### config.mk
export PLATFORM = sky130hd
export DESIGN_NAME = imem_loader_flat
export DESIGN_NICKNAME = d
export VERILOG_FILES = /design/src/rtl/imem_loader_if.sv /design/src/rtl/imem_loader.sv /design/src/flat_wrapper.sv
export SDC_FILE = /design/constraint.sdc
export NUM_CORES = 1
export LEC_CHECK = 0
export ABC_CLOCK_PERIOD_IN_PS = 3500
export CAP_MARGIN = 20
export CELL_PAD_IN_SITES_DETAIL_PLACEMENT = 1
export CELL_PAD_IN_SITES_GLOBAL_PLACEMENT = 2
export CORE_MARGIN = 10
export CORE_UTILIZATION = 35
export CTS_CLUSTER_SIZE = 24
export DETAILED_ROUTE_END_ITERATION = 12
export PLACE_DENSITY_LB_ADDON = 0.1
export SKIP_CTS_REPAIR_TIMING = 1
export SYNTH_ARGS = -nofsm -noshare
export SYNTH_HDL_FRONTEND = slang
export SYNTH_SLANG_ARGS = --single-unit
### constraint.sdc
create_clock -name clk -period 3.5 [get_ports clk]
set_clock_uncertainty 0.15 [all_clocks]
set_input_delay 0.525 -clock clk [delete_from_list [all_inputs] [get_ports clk]]
set_output_delay 0.525 -clock clk [all_outputs]
set_load 0.02 [all_outputs]
### src/rtl/imem_loader_if.sv
// imem_loader_if: byte-stream handshake between the external boot byte
// source and the instruction-memory loader.
//   in_valid : source has a byte on in_data
//   in_data  : stream byte
//   in_ready : loader accepts a byte this cycle
// A byte moves on a clock edge where in_valid and in_ready are both high.
// The master modport belongs to the byte source, the slave modport to the
// loader.
interface imem_loader_if;
  logic       in_valid;
  logic [7:0] in_data;
  logic       in_ready;

  modport master (output in_valid, output in_data, input in_ready);
  modport slave  (input in_valid, input in_data, output in_ready);
endinterface

### src/rtl/imem_loader.sv
// imem_loader: boot-time writer for the processor's instruction memory.
// It reads a byte stream laid out as:
//   length byte L (0 means DEPTH words)
//   4*N data bytes, little-endian within each word
//   one checksum byte (XOR of all data bytes)
// It writes each assembled word to imem through the synchronous write port.
// The processor is held in reset until the image is complete and the
// checksum matches.
//
// Ports:
//   clk, reset   : clock and asynchronous active-high reset
//   in_bus       : byte stream, slave side (in_valid/in_data/in_ready)
//   mem_we       : one-cycle imem write strobe
//   mem_addr     : word address for the write
//   mem_wdata    : word data for the write
//   cpu_reset    : processor reset, released only after a good load
//   done         : image loaded and checksum verified
//   error        : bad length or checksum; terminal until reset
//   words_loaded : count of words committed to imem since reset
module imem_loader #(
  parameter int DEPTH = 64,
  parameter int AW    = 6
) (
  input  logic          clk,
  input  logic          reset,
  imem_loader_if.slave  in_bus,
  output logic          mem_we,
  output logic [AW-1:0] mem_addr,
  output logic [31:0]   mem_wdata,
  output logic          cpu_reset,
  output logic          done,
  output logic          error,
  output logic [AW:0]   words_loaded
);

  typedef enum logic [2:0] {
    S_LEN,
    S_DATA,
    S_SUM,
    S_DONE,
    S_ERR
  } state_t;

  localparam logic [AW-1:0] IDX_ONE = {{(AW-1){1'b0}}, 1'b1};
  localparam logic [AW:0]   WL_ONE  = {{AW{1'b0}}, 1'b1};

  state_t        state;
  logic [1:0]    byte_idx;
  logic [AW-1:0] word_idx;
  logic [AW-1:0] last_idx;
  logic [7:0]    checksum;
  logic [23:0]   asm_word;

  logic          ready_int;
  logic          accept;
  logic [7:0]    len_m1;
  logic          len_too_big;

  // The loader takes bytes in every state that still expects stream input.
  // ready depends only on the state register, so it never drops in the
  // middle of the data phase.
  assign ready_int       = (state == S_LEN) || (state == S_DATA) || (state == S_SUM);
  assign in_bus.in_ready = ready_int;
  assign accept          = in_bus.in_valid && ready_int;

  // The length byte is turned into the index of the last word. That way
  // the data phase compares against an AW-bit value. A length of zero
  // wraps to 0xFF here, and that case is replaced by DEPTH-1 below.
  assign len_m1      = in_bus.in_data - 8'd1;
  assign len_too_big = int'(in_bus.in_data) > DEPTH;

  // Loader state machine and all registered outputs.
  // mem_we is a strobe that defaults low every cycle. It is raised for one
  // cycle after the fourth byte of a word, and mem_addr/mem_wdata are
  // loaded on that same edge. words_loaded counts on the edge where the
  // strobe is high, which is the edge where imem actually captures the
  // word. done and cpu_reset change only on the edge that accepts the
  // checksum byte. That edge is never earlier than the last word's write
  // edge, so the processor cannot leave reset before the image is
  // complete.
  always_ff @(posedge clk or posedge reset) begin
    if (reset) begin
      state        <= S_LEN;
      byte_idx     <= 2'd0;
      word_idx     <= '0;
      last_idx     <= '0;
      checksum     <= 8'd0;
      asm_word     <= 24'd0;
      mem_we       <= 1'b0;
      mem_addr     <= '0;
      mem_wdata    <= 32'd0;
      cpu_reset    <= 1'b1;
      done         <= 1'b0;
      error        <= 1'b0;
      words_loaded <= '0;
    end else begin
      mem_we <= 1'b0;
      if (mem_we) begin
        words_loaded <= words_loaded + WL_ONE;
      end

      case (state)
        S_LEN: begin
          if (accept) begin
            if (len_too_big) begin
              state <= S_ERR;
              error <= 1'b1;
            end else begin
              state    <= S_DATA;
              byte_idx <= 2'd0;
              word_idx <= '0;
              checksum <= 8'd0;
              last_idx <= (in_bus.in_data == 8'd0) ? AW'(DEPTH - 1) : len_m1[AW-1:0];
            end
          end
        end

        S_DATA: begin
          if (accept) begin
            checksum <= checksum ^ in_bus.in_data;
            byte_idx <= byte_idx + 2'd1;
            case (byte_idx)
              2'd0: asm_word[7:0]   <= in_bus.in_data;
              2'd1: asm_word[15:8]  <= in_bus.in_data;
              2'd2: asm_word[23:16] <= in_bus.in_data;
              default: begin
                mem_we    <= 1'b1;
                mem_addr  <= word_idx;
                mem_wdata <= {in_bus.in_data, asm_word};
                word_idx  <= word_idx + IDX_ONE;
                if (word_idx == last_idx) begin
                  state <= S_SUM;
                end
              end
            endcase
          end
        end

        S_SUM: begin
          if (accept) begin
            if (in_bus.in_data == checksum) begin
              state     <= S_DONE;
              done      <= 1'b1;
              cpu_reset <= 1'b0;
            end else begin
              state <= S_ERR;
              error <= 1'b1;
            end
          end
        end

        S_DONE, S_ERR: begin
        end

        default: begin
          state <= S_ERR;
          error <= 1'b1;
        end
      endcase
    end
  end

endmodule
### src/flat_wrapper.sv
// flat-port wrapper written by rule: the top's interface ports become plain ports
module imem_loader_flat 
#(
  parameter int DEPTH = 64,
  parameter int AW    = 6
)
  (clk, reset, mem_we, mem_addr, mem_wdata, cpu_reset, done, error, words_loaded, in_bus_in_valid, in_bus_in_data, in_bus_in_ready);
  imem_loader_if in_bus_i ();
  input  logic clk;
  input  logic reset;
  output logic mem_we;
  output logic [AW-1:0] mem_addr;
  output logic [31:0] mem_wdata;
  output logic cpu_reset;
  output logic done;
  output logic error;
  output logic [AW:0] words_loaded;
  input wire logic [$bits(in_bus_i.in_valid)-1:0] in_bus_in_valid;
  input wire logic [$bits(in_bus_i.in_data)-1:0] in_bus_in_data;
  output wire logic [$bits(in_bus_i.in_ready)-1:0] in_bus_in_ready;
  assign in_bus_i.in_valid = in_bus_in_valid;
  assign in_bus_i.in_data = in_bus_in_data;
  assign in_bus_in_ready = in_bus_i.in_ready;
  imem_loader #(.DEPTH(DEPTH), .AW(AW)) u_core (.clk(clk), .reset(reset), .in_bus(in_bus_i), .mem_we(mem_we), .mem_addr(mem_addr), .mem_wdata(mem_wdata), .cpu_reset(cpu_reset), .done(done), .error(error), .words_loaded(words_loaded));
endmodule
== Word level (Yosys, flattened, before mapping) ==
Cells that the tools add are included.

* Flip-flop bits (word level): 98
* Bits of input ports: 11
* Output and inout port bits: 50
* Word-level logic and storage cells: 91

* Add/sub/neg operators: 4
* $lt $le $gt $ge: 1
* Equality and inequality tests: 16
* Mux-type cells: 30
* Bitwise gates (word level): 5
* Reduce and logical (&&, ||, !) cells: 20

{| class="wikitable"
|+ Operators by type and width
! operator !! number
|-
| 2-to-1 mux 6 bit || 5
|-
| 2-to-1 mux 8 bit || 3
|-
| 2-to-1 mux 3 bit || 7
|-
| AND reduction 3 bit || 6
|-
| case mux 8 bit (2 select lines) || 1
|-
| case mux 3 bit (4 select lines) || 1
|-
| case mux 6 bit (2 select lines) || 1
|-
| AND reduction 5 bit || 2
|-
| equality test 8 bit || 1
|-
| > comparator 8 x 7 -> 1 bit, second input constant || 1
|-
| logical NOT 8 bit || 1
|-
| inequality test 2 x 1 -> 1 bit, second input constant || 4
|-
| inequality test 2 bit, second input constant || 4
|-
| XOR 8 bit || 1
|-
| adder 7 x 1 -> 7 bit, second input constant || 1
|-
| 2-to-1 mux 1 bit || 7
|-
| adder 6 x 1 -> 6 bit, second input constant || 1
|-
| equality test 3 x 2 -> 1 bit, second input constant || 2
|-
| equality test 6 bit || 1
|-
| 2-to-1 mux 2 bit || 3
|-
| AND reduction 6 bit || 1
|-
| OR reduction 3 bit || 2
|-
| subtractor 6 x 1 -> 6 bit, second input constant || 1
|-
| inverter 1 bit || 4
|-
| other kinds (14) || 15
|}

== Depth between registers and ports, before layout ==
* Depth after elaboration: 6
* Gate-level depth with buffers: 8
* Mapped depth without buffers: 6

== Worst setup path before layout ==
Ideal clock, no wire load.

* Path kind: input -> register
* Start point: in in_bus_in_data[0]
* End point: reg u_core.last_idx[0]
* Library setup time: 125 ps
* Arrival: 1762 ps
* Required time: 3225 ps
* Setup slack: 1463 ps
* Stages: 6
* Cell sequence: inv_1 > ha_1 > nor4b_4 > a21oi_1 > nor3_4 > mux2_2

* Longest elaborated chain between the ends: 3

{| class="wikitable"
|+ Ends and longest elaborated chain
! item !! line !! source
|-
| from (decl) || flat_wrapper.sv:19 || <nowiki>input wire logic [$bits(in_bus_i.in_data)-1:0] in_bus_in_data;</nowiki>
|-
| > comparator 8 x 7 -> 1 bit || imem_loader.sv:70 || <nowiki>assign len_too_big = int'(in_bus.in_data) > DEPTH;</nowiki>
|-
| inverter 1 bit (no source line) || n/a ||
|-
| AND reduction 3 bit (no source line) || n/a ||
|-
| to (signal assigned) || imem_loader.sv:113 || <nowiki>last_idx <= (in_bus.in_data == 8'd0) ? AW'(DEPTH - 1) : len_m1[AW-1:0];</nowiki>
|-
| to (decl) || imem_loader.sv:50 || <nowiki>logic [AW-1:0] last_idx;</nowiki>
|}

Several ways; a longest one is shown, not always the timed one.
A chain may end at the register's enable or synchronous reset.

== Worst setup path in the final report ==
* Start point: in in_bus_in_data[0]
* End point: reg u_core.checksum[5]

* Longest elaborated chain between the ends: 3

{| class="wikitable"
|+ Ends and longest elaborated chain
! item !! line !! source
|-
| > comparator 8 x 7 -> 1 bit || imem_loader.sv:70 ||
|-
| inequality test 2 bit (no source line) || n/a ||
|-
| AND reduction 4 bit (no source line) || n/a ||
|-
| to (signal assigned) || imem_loader.sv:120 || <nowiki>checksum <= checksum ^ in_bus.in_data;</nowiki>
|-
| to (decl) || imem_loader.sv:51 || <nowiki>logic [7:0] checksum;</nowiki>
|}

No other way between the ends.

==> impl_metrics.toml <==
[run_status]
status = "finished clean"

[die]
die_area_mm2 = 0.01730
pin_count = 61
start_util_pct = 35.95
rows = 40
coreArea_mm2 = 0.01211
fp.dieH_um = 131.5
dieWidth_um = 131.5

[setup_path]
slowest_delay_ns = 0.55
worstPathArrival_ns = 2.65
critPathSlowestCell = "clkdlybuf4s50_1"
cp_cell_sequence = "clkdlybuf4s50_1 -> inv_1 -> ha_1 -> nor4b_4 -> a211oi_2 -> nand2b_1 -> a21o_2"
crit_fanout = 8
end_kind = "flop"
criticalPathCategory = "input pin to flop"
r2r-end = "u_core.mem_wdata[8]"
reg2reg_slack_ns = 1.39
rr_startpoint = "u_core.state[0]"
r2r_cells = 6
cp.required_ns = 3.64
startpoint_type = "input pin"

[route]
post-route-drc-count = 0
first_pass_iters = 4
drt_iter0_drc = 113
wl_per_cell_um = 16.88
ant_nets = 0
vias = 3155
routed_wl_mm = 10.97
routed_via_density = 4.854

[power]
power.switching_mw = 1.731
ir_drop_mv = 0.3384
pwr-share-seq_pct = 40.5
p_comb_share_pct = 37.5
p_leak_nw = 2.559
power_frac_clock_pct = 22.0
p_int_mw = 3.003
p_per_area_mw_per_mm2 = 870.2
switching_share_pct = 36.56

[timing]
setup_tns_ns = 0
tightest_slew_ns = 0.5886
min_period_ns = 2.515
relSlewSlack_pct = 60.67
final-max-slew-violation-count = 0
fin_crit_sh_pct = 71.86
hold_violations = 0
rsz0062_at_grt = "false"
setup_viol = 0
timing.fmax_mhz = 397.6
fin_ws_ns = 0.9850

[global_route]
grt_pass1_wl_mm = 18.42
grt_pass1_vias = 3412
grtUsageTotal_pct = 13.04
grt_overflow = 0
grt_max_degree = 99
antenna_found_initial = 0

[clocking]
clk_pin_slew_ns = 0.07
cts_root_buf = "clkbuf_16"
cts_tree = "built"
cts_max_level = 3
cts_buffers = 9
insertion_delay_ns = 0.35
cts.sinks = 98
cts_buffer_depth = 2

[placement]
portBuffers = 60
post-place-ws_ns = 0.6130
dp.cells = 634
gp_congestion = 0.7835
hpwl_mm = 7.552

[layout]
nets = 496
regArea_mm2 = 0.002454
num_antenna_cells = 0
drive_gt1_share_pct = 13.69
multi_input_area_mm2 = 0.001754
final_cells = 650
area_delta_synth_final_pct = 24.94
n_fill_cell = 1352

[synth]
netlist_area_mm2 = 0.004354
synth_warnings = 0
syn-mean-instance-area_um2 = 10.42
yosysSeqAreaShare_pct = 56.35
synth_enable_flop_cells = 0
synth-seq-cells = 98
syn_nets = 437
synthCells = 418
netlist-cell-type-count = 50
async_flop_share_pct = 100.0
synth_flop_cell = "dfrtp_1"

[worst_hold_path]
whs_path_depth = 2
hp-class = "flop to flop"
whs_endpoint = "u_core.mem_wdata[18]"
hold_path.startpoint = "u_core.asm_word[18]"

[run]
max-cap-violations = 0
## layer usage
layer / vias to the layer above / share of wire, % / wire, um / global-route usage [%]
met5: - / 0 / 0 / 0
met1: 1577 / 49 / 5410 / 17.01
li1: 1517 / - / - / -
met4: 0 / 1.6 / 175 / 5.562
met2: 48 / 46 / 5025 / 20.41
met3: 13 / 3.3 / 362 / 2.782
## how the worst max path moves through the flow
stage	depth (start not counted)	start	to	slack, ns
6_report	7	in_bus_in_data[0]	u_core.checksum[5]	0.98
5_1_grt	7	in_bus_in_data[0]	u_core.checksum[2]	0.85
4_1_cts	7	in_bus_in_data[0]	u_core.checksum[5]	0.97
3_5_place_dp	7	in_bus_in_data[0]	u_core.checksum[5]	0.61
3_3_place_gp	7	in_bus_in_data[0]	u_core.checksum[6]	0.65
2_1_floorplan	1	reset	u_core.asm_word[0]	0.26
## cell usage in the layout, fill, tap and decap left out, types with 2 or more instances in the layout
cell type,count
inv_1,7
buf_4,7
a21o_2,5
nand3b_1,6
o21ai_1,2
nor2b_1,2
a211o_1,2
a21oi_1,7
mux2_2,24
and3_1,4
dfrtp_1,97
nor3b_1,2
nand2_1,133
xor2_1,16
or2_2,2
o31ai_1,4
nor4_1,3
nand3_1,4
nor2_1,7
clkdlybuf4s50_1,60
nor3_1,3
clkbuf_8,2
nand2_2,3
clkbuf_16,9
nand4_1,3
o21ai_0,22
or3_1,2
xnor2_1,7
nand2b_1,2
ha_1,8
## critical path, delay by kind of cell
family / cells / cell delay [ns]
adders and majority gates: 1 / 0.23
AOI/OAI and AO/OA: 2 / 0.64
buffers and inverters: 2 / 0.71
and+or+nand+nor: 2 / 0.53
## cells in the mapped netlist, drive strengths merged (4+ instances only)
master / n / area [um2]
mux2: 24 / 270.3
xor2: 16 / 140.1
nand3b: 6 / 45.04
a21oi: 7 / 35.03
inv: 9 / 33.78
o21ai: 24 / 120.1
buf: 16 / 97.59
xnor2: 7 / 61.31
dfrtp: 97 / 2427
and3: 4 / 25.02
nand3: 4 / 20.02
clkbuf: 4 / 15.01
ha: 8 / 100.1
o31ai: 4 / 30.03
nand2: 136 / 518.0
nor3: 4 / 31.28
nor2: 7 / 26.28
a21o: 5 / 43.79
## per-stage QoR
stage                     instance area (um2)  hold WS (ns)  utilization, %  power, mW
after detailed placement                 5127        0.3013           42.33      3.760
after floorplan                          4354        0.2831               -      3.017
final                                    5440        0.3141           44.92      4.734
after CTS                                5440        0.3208           44.92      4.820
after global placement                   5127        0.2967           42.33      3.690
after global routing                     5440        0.3503           44.92      5.084
## cell families (layout without fill, tap and decap cells)
kind of cell | Yosys count | in the layout | share of synthesized area, %
buffers and inverters | 29 | 93 | 3.362
and+or+nand+nor | 182 | 182 | 18.99
AOI/OAI and AO/OA | 53 | 53 | 7.931
DFF | 98 | 98 | 56.35
xor gates and xnor gates | 23 | 23 | 4.626
adders and majority gates | 8 | 8 | 2.299
muxes | 25 | 25 | 6.437
## power groups by stage
stage / Combinational, mW / Clock, mW / Sequential (mW)
2_1_floorplan: 0.926 / 0 / 2.09
3_3_place_gp: 1.77 / 0 / 1.92
3_5_place_dp: 1.81 / 0 / 1.95
4_1_cts: 1.82 / 1.07 / 1.93
5_1_grt: 1.98 / 1.12 / 1.98
6_report: 1.78 / 1.04 / 1.92
## layout make-up
| type | count | share of cell area, % |
|---|---|---|
| multi-input cells | 291 | 32.24 |
| clock inverters | 5 | 1.104 |
| well taps | 168 | 3.864 |
| inverters | 9 | 0.6670 |
| clock buffers | 11 | 4.646 |
| repair buffers | 68 | 12.37 |
| flip-flops and latches | 98 | 45.10 |
## sequential cells by signal (all words and copies together) (netlist names)
signal / count
u_core.word_idx: 6
u_core.last_idx: 6
u_core.checksum: 8
u_core.mem_we: 1
u_core.words_loaded: 7
u_core.state: 3
u_core.asm_word: 24
u_core.cpu_reset: 1
u_core.byte_idx: 2
u_core.error: 1
u_core.done: 1
u_core.mem_addr: 6
u_core.mem_wdata: 32
No activity file was read; power rests on OpenSTA's default activity.
